--- src/rtl/snitch_icache_refill_arbiter.sv ---
// snitch_icache_refill_arbiter: round-robin refill arbiter with outstanding-refill limit and response routing
module snitch_icache_refill_arbiter #(
  parameter int NR_PORTS      = 4,
  parameter int ADDR_WIDTH    = 48,
  parameter int LINE_WIDTH    = 128,
  parameter int PENDING_COUNT = 2,
  parameter int IW            = (NR_PORTS > 1) ? $clog2(NR_PORTS) : 1
) (
  input  logic                                   clk_i,
  input  logic                                   rst_ni,
  input  logic [NR_PORTS-1:0][ADDR_WIDTH-1:0]    in_req_addr_i,
  input  logic [NR_PORTS-1:0]                    in_req_valid_i,
  output logic [NR_PORTS-1:0]                    in_req_ready_o,
  output logic [LINE_WIDTH-1:0]                  in_rsp_data_o,
  output logic [NR_PORTS-1:0]                    in_rsp_valid_o,
  input  logic [NR_PORTS-1:0]                    in_rsp_ready_i,
  output logic [ADDR_WIDTH-1:0]                  out_req_addr_o,
  output logic [IW-1:0]                          out_req_id_o,
  output logic                                   out_req_valid_o,
  input  logic                                   out_req_ready_i,
  input  logic [LINE_WIDTH-1:0]                  out_rsp_data_i,
  input  logic [IW-1:0]                          out_rsp_id_i,
  input  logic                                   out_rsp_valid_i,
  output logic                                   out_rsp_ready_o,
  output logic [$clog2(PENDING_COUNT+1)-1:0]     pending_o,
  output logic                                   rsp_err_o
);
  localparam int PW = $clog2(PENDING_COUNT+1);

  logic [IW-1:0] r_ptr, r_lock_idx, w_rr_idx, w_k;
  logic          r_lock, r_err;
  logic [PW-1:0] r_pending;
  logic          w_full, w_req_hs, w_rsp_hs, w_id_ok, w_stall;

  // Round-robin search; scanning downward lets the nearest valid port at/after ptr win
  always_comb begin
    w_rr_idx = r_ptr;
    for (int i = NR_PORTS-1; i >= 0; i--)
      if (in_req_valid_i[IW'((int'(r_ptr) + i) % NR_PORTS)]) w_rr_idx = IW'((int'(r_ptr) + i) % NR_PORTS);
  end

  // A stalled grant stays locked so later requesters cannot preempt it
  assign w_k             = r_lock ? r_lock_idx : w_rr_idx;
  assign w_full          = r_pending == PW'(PENDING_COUNT);
  assign out_req_valid_o = rst_ni & ~w_full & in_req_valid_i[w_k];
  assign out_req_addr_o  = in_req_addr_i[w_k];
  assign out_req_id_o    = w_k;
  assign w_req_hs        = out_req_valid_o & out_req_ready_i;
  assign w_stall         = out_req_valid_o & ~out_req_ready_i;

  // Only the granted port sees the downstream ready
  always_comb begin
    in_req_ready_o      = '0;
    in_req_ready_o[w_k] = w_req_hs;
  end

  // Responses carrying an unknown ID are accepted and dropped
  assign w_id_ok         = int'(out_rsp_id_i) < NR_PORTS;
  assign out_rsp_ready_o = w_id_ok ? in_rsp_ready_i[out_rsp_id_i] : 1'b1;
  assign w_rsp_hs        = out_rsp_valid_i & out_rsp_ready_o;
  assign in_rsp_data_o   = out_rsp_data_i;
  assign pending_o       = r_pending;
  assign rsp_err_o       = r_err;

  // Demultiplex the response valid onto the port named by its ID
  always_comb begin
    in_rsp_valid_o = '0;
    for (int i = 0; i < NR_PORTS; i++) in_rsp_valid_o[i] = out_rsp_valid_i & (out_rsp_id_i == IW'(i));
  end

  // Pointer, lock, saturating pending counter and sticky error flag
  always_ff @(posedge clk_i or negedge rst_ni) begin
    if (!rst_ni) begin
      r_ptr      <= '0;
      r_lock     <= 1'b0;
      r_lock_idx <= '0;
      r_pending  <= '0;
      r_err      <= 1'b0;
    end else begin
      if (w_req_hs) r_ptr <= (w_k == IW'(NR_PORTS-1)) ? '0 : w_k + 1'b1;
      r_lock <= w_stall;
      if (w_stall) r_lock_idx <= w_k;
      if (w_req_hs & ~w_rsp_hs) r_pending <= r_pending + 1'b1;
      else if (w_rsp_hs & ~w_req_hs & (r_pending != '0)) r_pending <= r_pending - 1'b1;
      if (w_rsp_hs & (~w_id_ok | (r_pending == '0))) r_err <= 1'b1;
    end
  end
endmodule

--- config.mk ---
export PLATFORM = sky130hd
export DESIGN_NAME = snitch_icache_refill_arbiter
export DESIGN_NICKNAME = d
export VERILOG_FILES = /design/src/rtl/snitch_icache_refill_arbiter.sv
export SDC_FILE = /design/constraint.sdc
export NUM_CORES = 1
export LEC_CHECK = 0
export ABC_AREA = 1
export BUFFER_PORTS_ARGS = -buffer_cell sky130_fd_sc_hd__buf_2
export CELL_PAD_IN_SITES_DETAIL_PLACEMENT = 0
export CELL_PAD_IN_SITES_GLOBAL_PLACEMENT = 1
export CORE_AREA = 2 2 203 205
export DETAILED_ROUTE_END_ITERATION = 6
export DIE_AREA = 0 0 205 207
export PLACE_DENSITY_LB_ADDON = 0.1
export SLEW_MARGIN = 30
export SYNTH_ARGS = -nofsm -noshare
export SYNTH_HDL_FRONTEND = slang
export SYNTH_SLANG_ARGS = --single-unit
--- constraint.sdc ---
create_clock -name clk_i -period 5.3 [get_ports clk_i]
set_clock_uncertainty 0.05 [all_clocks]
set_input_delay 0.53 -clock clk_i [delete_from_list [all_inputs] [get_ports clk_i]]
set_output_delay 0.53 -clock clk_i [all_outputs]
set_load 0.03 [all_outputs]
==> summary.txt <==
Worst setup path
  – Worst Setup End Kind: primary output
  – Worst Setup Path Type: reg2out
  – CP Launch Type: flip-flop
  – WP data required: 4.72 ns
  – Worst-path fanout max: 53
  – Reg2reg path depth: 14
  – Arr. time, crit path: about 3.1 ns

Synth
  – Cell taking the most area after synthesis: buf_4
  – Yosys warns: 0
  – EDFF count, synth: 0
  – Mapped Nets: 874
  – Cell Area, Synth: 3140 µm²
  – Post-synthesis register bit count: 8
  – Post-synth top cells: buf_4, nor2_1, o21ai_0
  – Sequential share of the synthesized area: between 6 and 7%
  – Area share of the largest cell type after synthesis: 30.9%
  – Mean post-synth cell area: 5.85 µm²
  – Mapped Cells: 536
  – Synth area leaders: buf_4, o21ai_0, nor2_1, o22ai_1, dfrtp_1
  – Synth unique cells: 30
  – Most numerous cell in the Yosys netlist: buf_4
  – Dominant synthesized flop cell: dfrtp_1
  – Async set-reset flop share out of synthesis: 100%

GRT
  – First-pass GRT wire length: 25.7 mm
  – GR Util All Layers: between 7 and 8%
  – Vias in the first global route: 4233
  – Largest net degree at the start of global routing: 64
  – Gr ovfl total: 0
  – Initial antenna violation count: 0

CTS
  – Root buffer cell: clkbuf_16
  – Clock Path Buffers: 2
  – Post-cts resize count: 0
  – H-tree depth: 1
  – CTS tree: yes
  – Clock-pin slew on the worst setup and hold paths: 0.04 ns
  – Setup Fix Bufs, Post-CTS: 0
  – Hold-fix buffers, CTS: 0
  – Clock sink count: 8
  – CTS Buf Count: 3
  – Clock latency on the worst-skew pair: ~0.23 ns

Detailed routing
  – Drt pass-1 iters: 4
  – Final ANT Viol Nets: 0
  – Final wirelength: 18.3 mm
  – Via count: around 3900
  – DRC violations left: 0
  – Via/cell ratio: 3.32
  – Iteration-0 DRC Markers: 100
  – DR WL/cell: 15.4 µm

Cells and area
  – Synth-to-layout area growth: 32.5%
  – Multi-input gate area: between 1500 and 2000 µm²
  – Reg area: 200 µm²
  – Fin area: 4160 µm²
  – # diodes: 0
  – Share of layout cells above drive strength 1: 46.4%
  – Final core utilization: 10.3%
  – Fill cells: 4922
  – Post-layout nets: ~990

Floorplan
  – Core Region: 40400 µm²
  – Initial core utilization: 7.77%
  – Die area: 42400 µm²
  – Site Rows: 74
  – IO Pins: ~530
  – Die Wd: 205 µm
  – Height of the die: slightly above 200 µm

Timing
  – Fmax: approximately 270 MHz
  – Fin crit share: 69.6%
  – Setup ws final: around 1.6 ns
  – Max-slew headroom: 53.3%
  – TNS Setup: 0 ns
  – Post-layout minimum cycle time: 3.69 ns
  – RSZ-0062 raised after global routing: false
  – Slew Viols, Final: 0
  – Slew @ Worst Pin: 0.694 ns
  – Final Setup Violations: 0
  – Final count of hold timing violations: 0

Hold path
  – Worst hold-check path type: in2async

Placed design
  – # port buffers: 268
  – HPWL after detailed placement: 14.9 mm
  – Routability cong.: around 0.66
  – Post-DP Area: 4080 µm²
  – Placement Setup Slack: 1.71 ns

Flow run
  – Max-cap violation count: 0

Run status
  – Run status: finished, final reports clean
==> routing by layer <==
layer | up-vias | global-route usage, % | part of all wire, %
li1 | 1903 | - | -
met1 | 1768 | 7.74 | 35
met2 | 245 | 16.1 | 55
met3 | 24 | 2.49 | 9.0
met4 | 0 | 1.27 | 1.5
met5 | - | 0 | 0
==> state kept, by name, indices dropped and copies added, names as in the netlist <==
signal,count
rsp_err_o,1
r_ptr,2
r_lock,1
r_lock_idx,2
pending_o,2
==> cell families after synthesis <==
family / Yosys count / share of synthesized area (%)
simple gates: 185 / 26.4
buf+inv: 185 / 39.0
flops: 8 / 6.38
fa+ha+maj: 4 / 1.59
compound gates: 154 / 26.7
==> final timing paths <==
kind | start | endpoint | slack, ns
hold reg to reg | rsp_err_o$_DFFE_PN0P_ | rsp_err_o$_DFFE_PN0P_ | 0.43
setup / recovery | r_ptr[0]$_DFFE_PN0P_ | in_req_ready_o[2] | 1.61
min in group clk_i | rsp_err_o$_DFFE_PN0P_ | rsp_err_o$_DFFE_PN0P_ | 0.43
max in group asynchronous | rst_ni | r_lock$_DFF_PN0_ | 4.91
hold / removal | rst_ni | pending_o[1]$_DFFE_PN0P_ | 0.10
setup reg to reg | r_ptr[0]$_DFFE_PN0P_ | pending_o[1]$_DFFE_PN0P_ | 2.26
==> per-stage QoR <==
| step | hold WS, ns | instances |
|---|---|---|
| after global routing | 0.110 | 1185 |
| after floorplan | 0.184 | 536 |
| after detailed placement | 0.352 | 1182 |
| after CTS | 0.111 | 1185 |
| final | 0.102 | 1185 |
| after global placement | 0.359 | 1182 |
==> worst max-delay path, cell delays in order (launching register included) <==
cell      delay [ns]
dfrtp_1         0.59
nand2_1         0.18
nand3_1         0.14
nor3b_1         0.19
o21ai_1         0.08
nand2_1         0.08
nand2_2         0.06
nand2_4         0.32
clkinv_4        0.47
nand3_1         0.22
nand2_1         0.12
nand3_2         0.15
nor2_1          0.06
buf_2           0.17
==> placed cells by master (no fill, tap or decap), types with 4 or more instances in the layout <==
cell type / instances
nor3_1: 4
buf_4: 5
o22ai_1: 48
ha_1: 4
inv_1: 19
buf_2: 268
dfrtp_1: 8
o21ai_0: 97
o21ai_1: 5
nand3_1: 19
nand2_2: 11
nand2_1: 34
nor2_1: 104
==> final cells by class <==
type | count | share of cell area (%)
well taps | 532 | 16.0
flip-flops and latches | 8 | 4.81
inverters | 25 | 2.53
repair buffers | 274 | 33.6
multi-input cells | 343 | 41.2
clock buffers | 3 | 1.81
Power is left out: the tool's default activity adds up to more than one toggle a clock period on the data nets, which glitch-free logic cannot reach.
